--- src/rtl/fifo_sched_pkg.sv ---
// fifo_sched_pkg: shared state encoding, default sizing and helpers for the
// FIFO burst scheduler and its round-robin arbiter.
package fifo_sched_pkg;

  typedef enum logic [1:0] {
    IDLE  = 2'd0,
    REQ   = 2'd1,
    XFER  = 2'd2,
    DRAIN = 2'd3
  } sched_state_e;

  localparam int READY_NUM_DEF = 514;
  localparam int BURST_LEN_DEF = 512;
  localparam int CNT_W_DEF     = 11;

  // Width of an encoded channel index; a single channel still needs one bit.
  function automatic int ch_idx_w(input int num_ch);
    return (num_ch > 1) ? $clog2(num_ch) : 1;
  endfunction

endpackage

--- src/rtl/fifo_burst_scheduler_if.sv ---
// fifo_burst_scheduler_if: FIFO-side, engine-handshake and stream signals of the
// burst scheduler; master = scheduler, slave = FIFOs plus page-write engine.
interface fifo_burst_scheduler_if
  import fifo_sched_pkg::*;
#(
  parameter int NUM_CH = 4,
  parameter int CNT_W  = CNT_W_DEF,
  parameter int DATA_W = 16
);
  localparam int CH_W = ch_idx_w(NUM_CH);

  logic [NUM_CH*CNT_W-1:0]  fifo_num;
  logic [NUM_CH*DATA_W-1:0] fifo_dout;
  logic [NUM_CH-1:0]        fifo_rd_en;
  logic                     burst_req;
  logic [CH_W-1:0]          burst_ch;
  logic                     burst_ack;
  logic [DATA_W-1:0]        out_data;
  logic                     out_valid;
  logic                     out_last;
  logic                     burst_done;
  logic                     burst_abort;

  modport master (
    input  fifo_num, fifo_dout, burst_ack,
    output fifo_rd_en, burst_req, burst_ch, out_data, out_valid, out_last,
           burst_done, burst_abort
  );

  modport slave (
    output fifo_num, fifo_dout, burst_ack,
    input  fifo_rd_en, burst_req, burst_ch, out_data, out_valid, out_last,
           burst_done, burst_abort
  );

endinterface

--- src/rtl/rr_arbiter.sv ---
// rr_arbiter: combinational round-robin picker; the search starts one past ptr
// and the nearest requesting channel wins.
module rr_arbiter
  import fifo_sched_pkg::*;
#(
  parameter int NUM_CH = 4,
  parameter int IW     = ch_idx_w(NUM_CH)
) (
  input  logic [NUM_CH-1:0] req,
  input  logic [IW-1:0]     ptr,
  input  logic              en,
  output logic [NUM_CH-1:0] grant,
  output logic [IW-1:0]     idx
);

  logic [IW-1:0] cand;

  always_comb begin
    // NOTE: every signal written here gets a default first, so no path can
    // leave it unassigned and infer a latch.
    grant = '0;
    idx   = '0;
    cand  = '0;
    if (en) begin
      // Walk farthest-to-nearest so the nearest requester is written last.
      for (int off = NUM_CH; off >= 1; off--) begin
        cand = IW'((int'(ptr) + off) % NUM_CH);
        if (req[cand]) begin
          grant       = '0;
          grant[cand] = 1'b1;
          idx         = cand;
        end
      end
    end
  end

endmodule

--- src/rtl/fifo_burst_scheduler.sv ---
// fifo_burst_scheduler: shares one page-write engine between NUM_CH channel FIFOs,
// draining BURST_LEN words per grant. Define FIFO_SCHED_TIMEOUT_EN for the REQ timeout.
module fifo_burst_scheduler
  import fifo_sched_pkg::*;
#(
  parameter int NUM_CH    = 4,
  parameter int CNT_W     = CNT_W_DEF,
  parameter int DATA_W    = 16,
  parameter int READY_NUM = READY_NUM_DEF,
  parameter int BURST_LEN = BURST_LEN_DEF,
  parameter int TIMEOUT   = 1024
) (
  input logic                    clk,
  input logic                    reset,
  fifo_burst_scheduler_if.master bus
);

  localparam int CH_W = ch_idx_w(NUM_CH);
  localparam int BC_W = (BURST_LEN > 1) ? $clog2(BURST_LEN) : 1;
  localparam logic [BC_W-1:0]  LAST_CNT  = BC_W'(BURST_LEN - 1);
  localparam logic [CNT_W-1:0] READY_THR = CNT_W'(READY_NUM);

  localparam logic [1:0] S_IDLE  = IDLE;
  localparam logic [1:0] S_REQ   = REQ;
  localparam logic [1:0] S_XFER  = XFER;
  localparam logic [1:0] S_DRAIN = DRAIN;

  logic [1:0]        state;
  logic [NUM_CH-1:0] ready_q;
  logic [NUM_CH-1:0] grant;
  logic [CH_W-1:0]   grant_idx;
  logic [CH_W-1:0]   rr_ptr;
  logic [CH_W-1:0]   ch_q;
  logic [BC_W-1:0]   word_cnt;
  logic              rd_active;
  logic              valid_q;
  logic              last_q;
  logic              done_q;
  logic              tmo_hit;

  rr_arbiter #(
    .NUM_CH (NUM_CH),
    .IW     (CH_W)
  ) u_arb (
    .req   (ready_q),
    .ptr   (rr_ptr),
    .en    (state == S_IDLE),
    .grant (grant),
    .idx   (grant_idx)
  );

`ifdef FIFO_SCHED_TIMEOUT_EN
  localparam int TMO_W = (TIMEOUT > 1) ? $clog2(TIMEOUT) : 1;

  logic [TMO_W-1:0] tmo_cnt;
  logic             abort_q;

  // Counter is zero on the first REQ cycle, so the abort lands TIMEOUT cycles after burst_req rises.
  assign tmo_hit = (state == S_REQ) && !bus.burst_ack && (tmo_cnt == TMO_W'(TIMEOUT - 1));

  always_ff @(posedge clk) begin
    if (reset) begin
      tmo_cnt <= '0;
      abort_q <= 1'b0;
    end else begin
      abort_q <= tmo_hit;
      tmo_cnt <= ((state == S_REQ) && !tmo_hit) ? tmo_cnt + 1'b1 : '0;
    end
  end

  assign bus.burst_abort = abort_q;
`else
  assign tmo_hit         = 1'b0;
  assign bus.burst_abort = 1'b0;
`endif

  always_ff @(posedge clk) begin
    // NOTE: all state here uses non-blocking assignments so every register
    // samples the pre-edge values, independent of statement order.
    if (reset) begin
      state    <= S_IDLE;
      ready_q  <= '0;
      rr_ptr   <= '0;
      ch_q     <= '0;
      word_cnt <= '0;
      valid_q  <= 1'b0;
      last_q   <= 1'b0;
      done_q   <= 1'b0;
    end else begin
      // Eligibility lags the fill count by a cycle; the READY_NUM margin absorbs it.
      for (int i = 0; i < NUM_CH; i++) begin
        ready_q[i] <= (bus.fifo_num[i*CNT_W +: CNT_W] >= READY_THR);
      end
      valid_q <= rd_active;
      last_q  <= rd_active && (word_cnt == LAST_CNT);
      done_q  <= 1'b0;

      case (state)
        S_IDLE: begin
          if (|grant) begin
            ch_q  <= grant_idx;
            state <= S_REQ;
          end
        end
        S_REQ: begin
          if (bus.burst_ack) begin
            word_cnt <= '0;
            state    <= S_XFER;
          end else if (tmo_hit) begin
            rr_ptr <= ch_q;
            state  <= S_IDLE;
          end
        end
        S_XFER: begin
          if (word_cnt == LAST_CNT) begin
            state <= S_DRAIN;
          end else begin
            word_cnt <= word_cnt + 1'b1;
          end
        end
        S_DRAIN: begin
          done_q   <= 1'b1;
          rr_ptr   <= ch_q;
          word_cnt <= '0;
          state    <= S_IDLE;
        end
        default: state <= S_IDLE;
      endcase
    end
  end

  assign rd_active = (state == S_XFER);

  always_comb begin
    bus.fifo_rd_en = '0;
    if (rd_active) bus.fifo_rd_en[ch_q] = 1'b1;
  end

  // The FIFO output register holds the word read on the previous cycle; the
  // select is the registered grant, so out_data lines up with out_valid.
  assign bus.out_data   = valid_q ? bus.fifo_dout[ch_q*DATA_W +: DATA_W] : '0;
  assign bus.out_valid  = valid_q;
  assign bus.out_last   = last_q;
  assign bus.burst_done = done_q;
  assign bus.burst_req  = (state == S_REQ);
  assign bus.burst_ch   = ch_q;

endmodule

--- src/flat_wrapper.sv ---
// flat-port wrapper written by rule: the top's interface ports become plain ports
module fifo_burst_scheduler_flat import fifo_sched_pkg::*;
#(
  parameter int NUM_CH    = 4,
  parameter int CNT_W     = CNT_W_DEF,
  parameter int DATA_W    = 16,
  parameter int READY_NUM = READY_NUM_DEF,
  parameter int BURST_LEN = BURST_LEN_DEF,
  parameter int TIMEOUT   = 1024
)
  (clk, reset, bus_fifo_num, bus_fifo_dout, bus_burst_ack, bus_fifo_rd_en, bus_burst_req, bus_burst_ch, bus_out_data, bus_out_valid, bus_out_last, bus_burst_done, bus_burst_abort);
  fifo_burst_scheduler_if #(.NUM_CH(NUM_CH), .CNT_W(CNT_W), .DATA_W(DATA_W)) bus_i ();
  input logic clk;
  input logic reset;
  input wire logic [$bits(bus_i.fifo_num)-1:0] bus_fifo_num;
  input wire logic [$bits(bus_i.fifo_dout)-1:0] bus_fifo_dout;
  input wire logic [$bits(bus_i.burst_ack)-1:0] bus_burst_ack;
  output wire logic [$bits(bus_i.fifo_rd_en)-1:0] bus_fifo_rd_en;
  output wire logic [$bits(bus_i.burst_req)-1:0] bus_burst_req;
  output wire logic [$bits(bus_i.burst_ch)-1:0] bus_burst_ch;
  output wire logic [$bits(bus_i.out_data)-1:0] bus_out_data;
  output wire logic [$bits(bus_i.out_valid)-1:0] bus_out_valid;
  output wire logic [$bits(bus_i.out_last)-1:0] bus_out_last;
  output wire logic [$bits(bus_i.burst_done)-1:0] bus_burst_done;
  output wire logic [$bits(bus_i.burst_abort)-1:0] bus_burst_abort;
  assign bus_i.fifo_num = bus_fifo_num;
  assign bus_i.fifo_dout = bus_fifo_dout;
  assign bus_i.burst_ack = bus_burst_ack;
  assign bus_fifo_rd_en = bus_i.fifo_rd_en;
  assign bus_burst_req = bus_i.burst_req;
  assign bus_burst_ch = bus_i.burst_ch;
  assign bus_out_data = bus_i.out_data;
  assign bus_out_valid = bus_i.out_valid;
  assign bus_out_last = bus_i.out_last;
  assign bus_burst_done = bus_i.burst_done;
  assign bus_burst_abort = bus_i.burst_abort;
  fifo_burst_scheduler #(.NUM_CH(NUM_CH), .CNT_W(CNT_W), .DATA_W(DATA_W), .READY_NUM(READY_NUM), .BURST_LEN(BURST_LEN), .TIMEOUT(TIMEOUT)) u_core (.clk(clk), .reset(reset), .bus(bus_i));
endmodule
--- config.mk ---
export PLATFORM = sky130hd
export DESIGN_NAME = fifo_burst_scheduler_flat
export DESIGN_NICKNAME = d
export VERILOG_FILES = /design/src/rtl/fifo_sched_pkg.sv /design/src/rtl/fifo_burst_scheduler_if.sv /design/src/rtl/rr_arbiter.sv /design/src/rtl/fifo_burst_scheduler.sv /design/src/flat_wrapper.sv
export SDC_FILE = /design/constraint.sdc
export NUM_CORES = 1
export LEC_CHECK = 0
export ABC_CLOCK_PERIOD_IN_PS = 5500
export CAP_MARGIN = 0
export CORE_MARGIN = 3
export CORE_UTILIZATION = 37
export DETAILED_ROUTE_END_ITERATION = 6
export PLACE_DENSITY = 0.85
export SETUP_SLACK_MARGIN = 0.02
export SYNTH_ARGS = -nofsm -noshare
export SYNTH_HDL_FRONTEND = slang
export SYNTH_SLANG_ARGS = --single-unit
--- constraint.sdc ---
create_clock -name clk -period 5.5 [get_ports clk]
set_input_delay 0.55 -clock clk [delete_from_list [all_inputs] [get_ports clk]]
set_output_delay 0.55 -clock clk [all_outputs]
set_load 0.005 [all_outputs]
Word-level counts from Yosys, hierarchy flattened
Cells that the tools add are included.
{"block": "totals", "regBits": 22, "latchBits": 0, "ram_bits": 0, "rom_bits": 0, "in_bits": 111, "elab_cells": 85, "mem_count": 0}
{"block": "classes", "add_sub_neg": 5, "n_mul": 0, "n_div": 0, "order_cmp": 14, "eq_ne": 8, "shifts": 1, "muxes": 37, "bitwise": 0, "n_reduce_logical": 12}
{"op": "$shiftx 64x7->16", "n": 1}
{"op": "$ge 11x10->1 const B", "n": 4}
{"op": "$pmux 9 s3", "n": 1}
{"op": "$mux 4", "n": 6}
{"op": "$mux 9", "n": 2}
{"op": "$mux 16", "n": 1}
{"op": "$lt 2x3->1 const B", "n": 5}
{"op": "$mux 2", "n": 7}
{"op": "$demux 1 s2", "n": 5}
{"op": "$ge 2x1->1 const B", "n": 5}
{"op": "$mux 1", "n": 10}
{"op": "$add 9x1->9 const B", "n": 1}
{"op": "$eq 9x9->1 const B", "n": 1}
{"op": "$bmux 1 s2", "n": 4}
{"op": "$pmux 2 s4", "n": 1}
{"op": "$logic_and 1x1->1", "n": 6}
{"op": "$ne 2x2->1 const B", "n": 3}
{"op": "$reduce_and 3->1", "n": 2}
{"op": "$add 2x1->2 const B", "n": 2}
{"op": "$add 2x2->2 const B", "n": 2}
{"op": "$eq 2x2->1 const B", "n": 2}
{"op": "$reduce_or 4->1", "n": 1}
{"op": "$reduce_bool 3->1", "n": 1}
{"op": "$eq 2x1->1 const B", "n": 1}
{"op": "3 further kinds", "n": 3}

Longest topological paths before layout
{"block": "depth", "depth_word": 13, "mapped_depth": 9, "ltp_nobuf": 9}

Hierarchy
A second synthesis with hierarchy kept.
{"block": "hier_totals", "cells_unflattened": 232, "hier_area_um2": 2085.8}
{"mod": "fifo_burst_scheduler", "n_inst": 1, "cells_per_inst": 163, "area_each_um2": 1564.0}
{"mod": "rr_arbiter", "n_inst": 1, "cells_per_inst": 69, "area_each_um2": 521.8}

Worst setup path before layout
No wires, ideal clock.
{"block": "synth_path", "kind": "register to register", "start": "register u_core.rr_ptr[0]", "end": "register u_core.state[1]", "setup_time_ns": 0.072, "t_arrival_ns": 2.263, "required_time_ns": 5.428, "slack_ns": 3.165, "stages_incl_launch_ff": 9, "n_path_buf": 1, "synth_period_minus_slack_ns": 2.335, "path_cell_list": "dfxtp_1 buf_2 clkinv_1 ha_1 mux2_2 o21ai_0 or2b_1 a311oi_2 mux2i_1"}
{"block": "synth_via", "elab_chain_cells": 13, "elab_cells_between_ends": 40, "cone_classes": "4 x add/sub; 8 x order compare; 1 x eq/ne; 21 x mux; 6 x reduce/logical"}
{"item": "start, declared", "line": "fifo_burst_scheduler.sv:32", "text": "logic [CH_W-1:0] rr_ptr;"}
{"item": "start signal, assigned", "line": "fifo_burst_scheduler.sv:110", "text": "rr_ptr <= ch_q;"}
{"item": "start signal, assigned", "line": "fifo_burst_scheduler.sv:123", "text": "rr_ptr <= ch_q;"}
{"item": "$add 2x1->2", "line": "rr_arbiter.sv:27", "text": "cand = IW'((int'(ptr) + off) % NUM_CH);"}
{"item": "$lt 2x3->1 (implied by the code) or $ge 2x1->1 (tied branches)", "line": "rr_arbiter.sv:30", "text": "grant[cand] = 1'b1;"}
{"item": "$logic_and 1x1->1 (implied by the code)", "line": "rr_arbiter.sv:30"}
{"item": "$mux 1 (implied by the code)", "line": "rr_arbiter.sv:30"}
{"item": "$demux 1 s2", "line": "rr_arbiter.sv:30"}
{"item": "$mux 4 (3 in a row)", "line": "rr_arbiter.sv:28", "text": "if (req[cand]) begin"}
{"item": "$mux 4 (*)", "line": "rr_arbiter.sv:28"}
{"item": "$mux 4 (*)", "line": "rr_arbiter.sv:24", "text": "if (en) begin"}
{"item": "$reduce_or 4->1 (*)", "line": "fifo_burst_scheduler.sv:100", "text": "if (|grant) begin"}
{"item": "$ne 2x1->1 (no line) (*)"}
{"item": "$reduce_and 3->1 (no line) (*)"}
{"item": "end signal, assigned", "line": "fifo_burst_scheduler.sv:102", "text": "state <= S_REQ;"}
{"item": "end signal, assigned", "line": "fifo_burst_scheduler.sv:108", "text": "state <= S_XFER;"}
{"item": "end signal, assigned", "line": "fifo_burst_scheduler.sv:111", "text": "state <= S_IDLE;"}
{"item": "end, declared", "line": "fifo_burst_scheduler.sv:28", "text": "logic [1:0] state;"}
Mark *: on every way between the ends. The rest lies on a longest branch, timed or not. The select of a mux whose other input is x is not followed.
A chain may end at the register's enable or synchronous reset.

Worst setup path after layout
{"block": "layout_path", "start": "register u_core.ch_q[1] (netlist: u_core.bus.burst_ch[1])", "end": "output bus_out_data[14]"}
{"block": "layout_via", "elab_chain_cells": 2}
{"item": "start, declared", "line": "fifo_burst_scheduler.sv:33", "text": "logic [CH_W-1:0] ch_q;"}
{"item": "start signal, assigned", "line": "fifo_burst_scheduler.sv:101", "text": "ch_q <= grant_idx;"}
{"item": "$shiftx 64x7->16", "line": "fifo_burst_scheduler.sv:141", "text": "assign bus.out_data = valid_q ? bus.fifo_dout[ch_q*DATA_W +: DATA_W] : '0;"}
{"item": "$mux 16", "line": "fifo_burst_scheduler.sv:141"}
{"item": "end, declared", "line": "flat_wrapper.sv:21", "text": "output wire logic [$bits(bus_i.out_data)-1:0] bus_out_data;"}
No other way between the ends.

==> flow_summary_export.csv <==
group,metric,value,unit
cells_and_area,nets,445,
drt,vias,1987,
placed_design,dp_cells,384,
pwr,power.leakage,0.001192,µW
cts,cts.sinks,22,
drt,via_per_inst,5.121,
grt,grt_pass1_wl,9.722,mm
floorplan,die_y,76.56,µm
drt,drt-total-wl,5.863,mm
synth,synthesis.area,1842,µm²
sta,worst_pin_slew,0.9153,ns
grt,grt-ovfl-total,0,
cells_and_area,n_antenna_cell,0,
setup_path,r2r_slack,2.80,ns
synth,ys.flop_type,"dfxtp_1",
setup_path,crit_path_start_kind,"flop",
cells_and_area,drive_gt1_share,9.346,%
synth,synth_nets,316,
synth,ys_warn_count,0,
floorplan,rows,25,
cts,cts_buffer_depth,2,
cts,ctsHoldBuffers,0,
grt,grt_pass1_vias,2004,
sta,rsz0062_at_grt,"false",
sta,fin_crit_sh,50.97,%
floorplan,die_w,76.56,µm
sta,slew_viol_final,0,
cts,postCtsSetupRepairBufs,0,
drt,ant_nets,0,
setup_path,crit_family,"flip-flops",
floorplan,io-pin-count,138,
placed_design,dp_hpwl,4.916,mm
setup_path,cp-end-kind,"output pin",
cells_and_area,fin_cells,388,
flow_run,max_cap_viol_count,0,
drt,route.detailed.drc,0,
synth,synth-seq-cells,22,
cts,cts-resized-gates,0,
placed_design,gp_congestion,0.7969,
worst_hold_path,hold_class,"reg -> reg",
floorplan,initial_utilization,38.74,%
cts,clock-root-buffer,"clkbuf_8",
cts,cts_buffers,3,
setup_path,crit_type,"reg -> out",
sta,max_slew_margin,38.46,%
synth,synth-edff-count,0,
cells_and_area,syn2layout_area_growth,78.33,%
setup_path,cp_num_buf_inv,1,
drt,wl_per_cell,15.11,µm
cts,clkSlewWorstSetupHoldPaths,0.08,ns
sta,period_needed,2.803,ns
sta,finClkSkew,0.004889,ns
synth,synth_area_per_cell,9.543,µm²
cts,cts_tree,"done",
grt,grt_usage,20.42,%
pwr,irDropWorstVdd,0.1182,mV
setup_path,critPathRequiredTime,4.95,ns
setup_path,crit_chain,"mux4_2 > and2_1 > clkdlybuf4s50_1",
grt,grt_max_degree,24,
drt,drt_iter0_drc,20,
sta,finalSetupViolCount,0,
cts,clkLatencyLatePin,0.26,ns
setup_path,crit_fanout,23,
cts,htreeDepth,1,
placed_design,port_buffers,132,
setup_path,arrival,2.25,ns
grt,antenna_found_initial,0,
outcome,outcome,"finished, final reports clean",
sta,tns,0,ns
floorplan,core_area,4755,µm²
sta,final_hold_viol_count,0,
sta,max_freq,356.7,MHz
drt,first_pass_iters,4,
synth,synth.distinct_cells,46,
synth,ys_seq_area_share,23.91,%
setup_path,max_stage_delay,0.94,ns
setup_path,slowest_stage,"dfxtp_1",
floorplan,fp.dieArea,5861,µm²
synth,postSynthCellCount,193,
synth,ys_async_sr_fraction,0,%
pwr,power_density,229.1,nW/µm²
power breakdown:
part / switching [µW] / leakage [µW] / internal [µW] / total [µW]
combinational: 143 / 0.000977 / 249 / 392
clock: 52.9 / 0.0000357 / 97.2 / 150
sequential: 36.0 / 0.000180 / 175 / 211
area by class of cell:
cell class	count	area [µm²]
clock buffers	3	41.29
clock inverters	1	30.03
fillers	390	1470
inverters	5	18.77
multi-input cells	157	1341
flip-flops and latches	22	440.4
well taps	67	83.83
repair buffers	133	1329
kinds of logic after synthesis:
family,share of synthesized area [%]
XOR/XNOR,2.853
AND/OR/NAND/NOR,25.61
flip-flops,23.91
other,0.2036
buffers and inverters,3.260
multiplexers,23.71
AO/OA/AOI/OAI,12.30
adder cells (fa/ha/maj),8.152
synthesized netlist by cell type, types with 3 or more instances:
cell type	n	area (µm²)
a21oi_1	10	50.05
dfxtp_1	22	440.4
mux4_2	16	360.4
clkbuf_1	3	11.26
nor4_1	9	56.30
nor2b_1	4	25.02
inv_1	4	15.01
buf_2	3	15.01
xor2_1	5	43.79
mux2i_1	5	50.05
and3_1	4	25.02
nor2_1	21	78.83
nand3_1	5	25.02
nand2_1	13	48.80
ha_1	12	150.1
and2_1	17	106.4
nor3_1	3	15.01
o21ai_0	3	15.01
layer usage:
metal | up-vias | routed length (µm) | share of wire, % | GRT usage (%)
met1 | 912 | 2202 | 38 | 21.18
met2 | 100 | 2986 | 51 | 39.63
met3 | 5 | 640 | 11 | 7.210
li1 | 970 | - | - | -
met4 | 0 | 35 | 0.60 | 3.261
met5 | - | 0 | 0 | 0
worst min-delay path: cells and delay by family, from the launching register on:
family | cells | cell delay, ns
DFF | 1 | 0.33
AOI/OAI and AO/OA | 1 | 0.05
and+or+nand+nor | 1 | 0.06
sequential cells by signal, summed over array words and instances, names as in the netlist:
register and flops:
u_core.bus.burst_ch 2, u_core.bus.burst_done 1, u_core.bus.out_last 1, u_core.bus.out_valid 1, u_core.ready_q 4, u_core.rr_ptr 2, u_core.state 2, u_core.word_cnt 9
worst paths after layout:
check | from | endpoint | depth (start not counted)
worst max-delay path | u_core.bus.burst_ch[1]$_SDFFE_PP0P_ | bus_out_data[14] | 3
worst min register to register | u_core.word_cnt[8]$_SDFFE_PP0P_ | u_core.word_cnt[8]$_SDFFE_PP0P_ | 2
worst min-delay path | u_core.word_cnt[8]$_SDFFE_PP0P_ | u_core.word_cnt[8]$_SDFFE_PP0P_ | 2
worst max register to register | u_core.rr_ptr[0]$_SDFFE_PP0P_ | u_core.state[1]$_SDFFE_PP0P_ | 7
cell usage in the layout, fill, tap and decap left out, drive strengths merged, types with 2 or more instances in the layout:
cell type,n
nor2,21
or2,2
clkbuf,3
dfxtp,22
and2,17
and3,4
nand4,2
o211ai,2
nor3,3
nand3,5
or2b,2
a311oi,2
xor2,5
ha,12
nor4,11
inv,4
mux2i,5
nand2,13
a21oi,10
mux2,2
nor2b,4
clkdlybuf4s50,132
a211oi,2
o21ai,4
mux4,16
through the flow:
stage / power (µW) / setup slack, ns / hold WS [ns] / instance area, µm² / util, %
4_1_cts: 762.7 / 2.666 / 0.4789 / 3284 / 69.08
6_report: 752.4 / 2.697 / 0.4761 / 3284 / 69.08
2_1_floorplan: 439.9 / 3.165 / 0.4356 / 1842 / -
3_3_place_gp: 602.0 / 2.885 / 0.4443 / 3213 / 67.58
5_1_grt: 802.8 / 2.572 / 0.4905 / 3284 / 69.08
3_5_place_dp: 608.9 / 2.813 / 0.4642 / 3213 / 67.58
(Power assumes the default switching activity.)
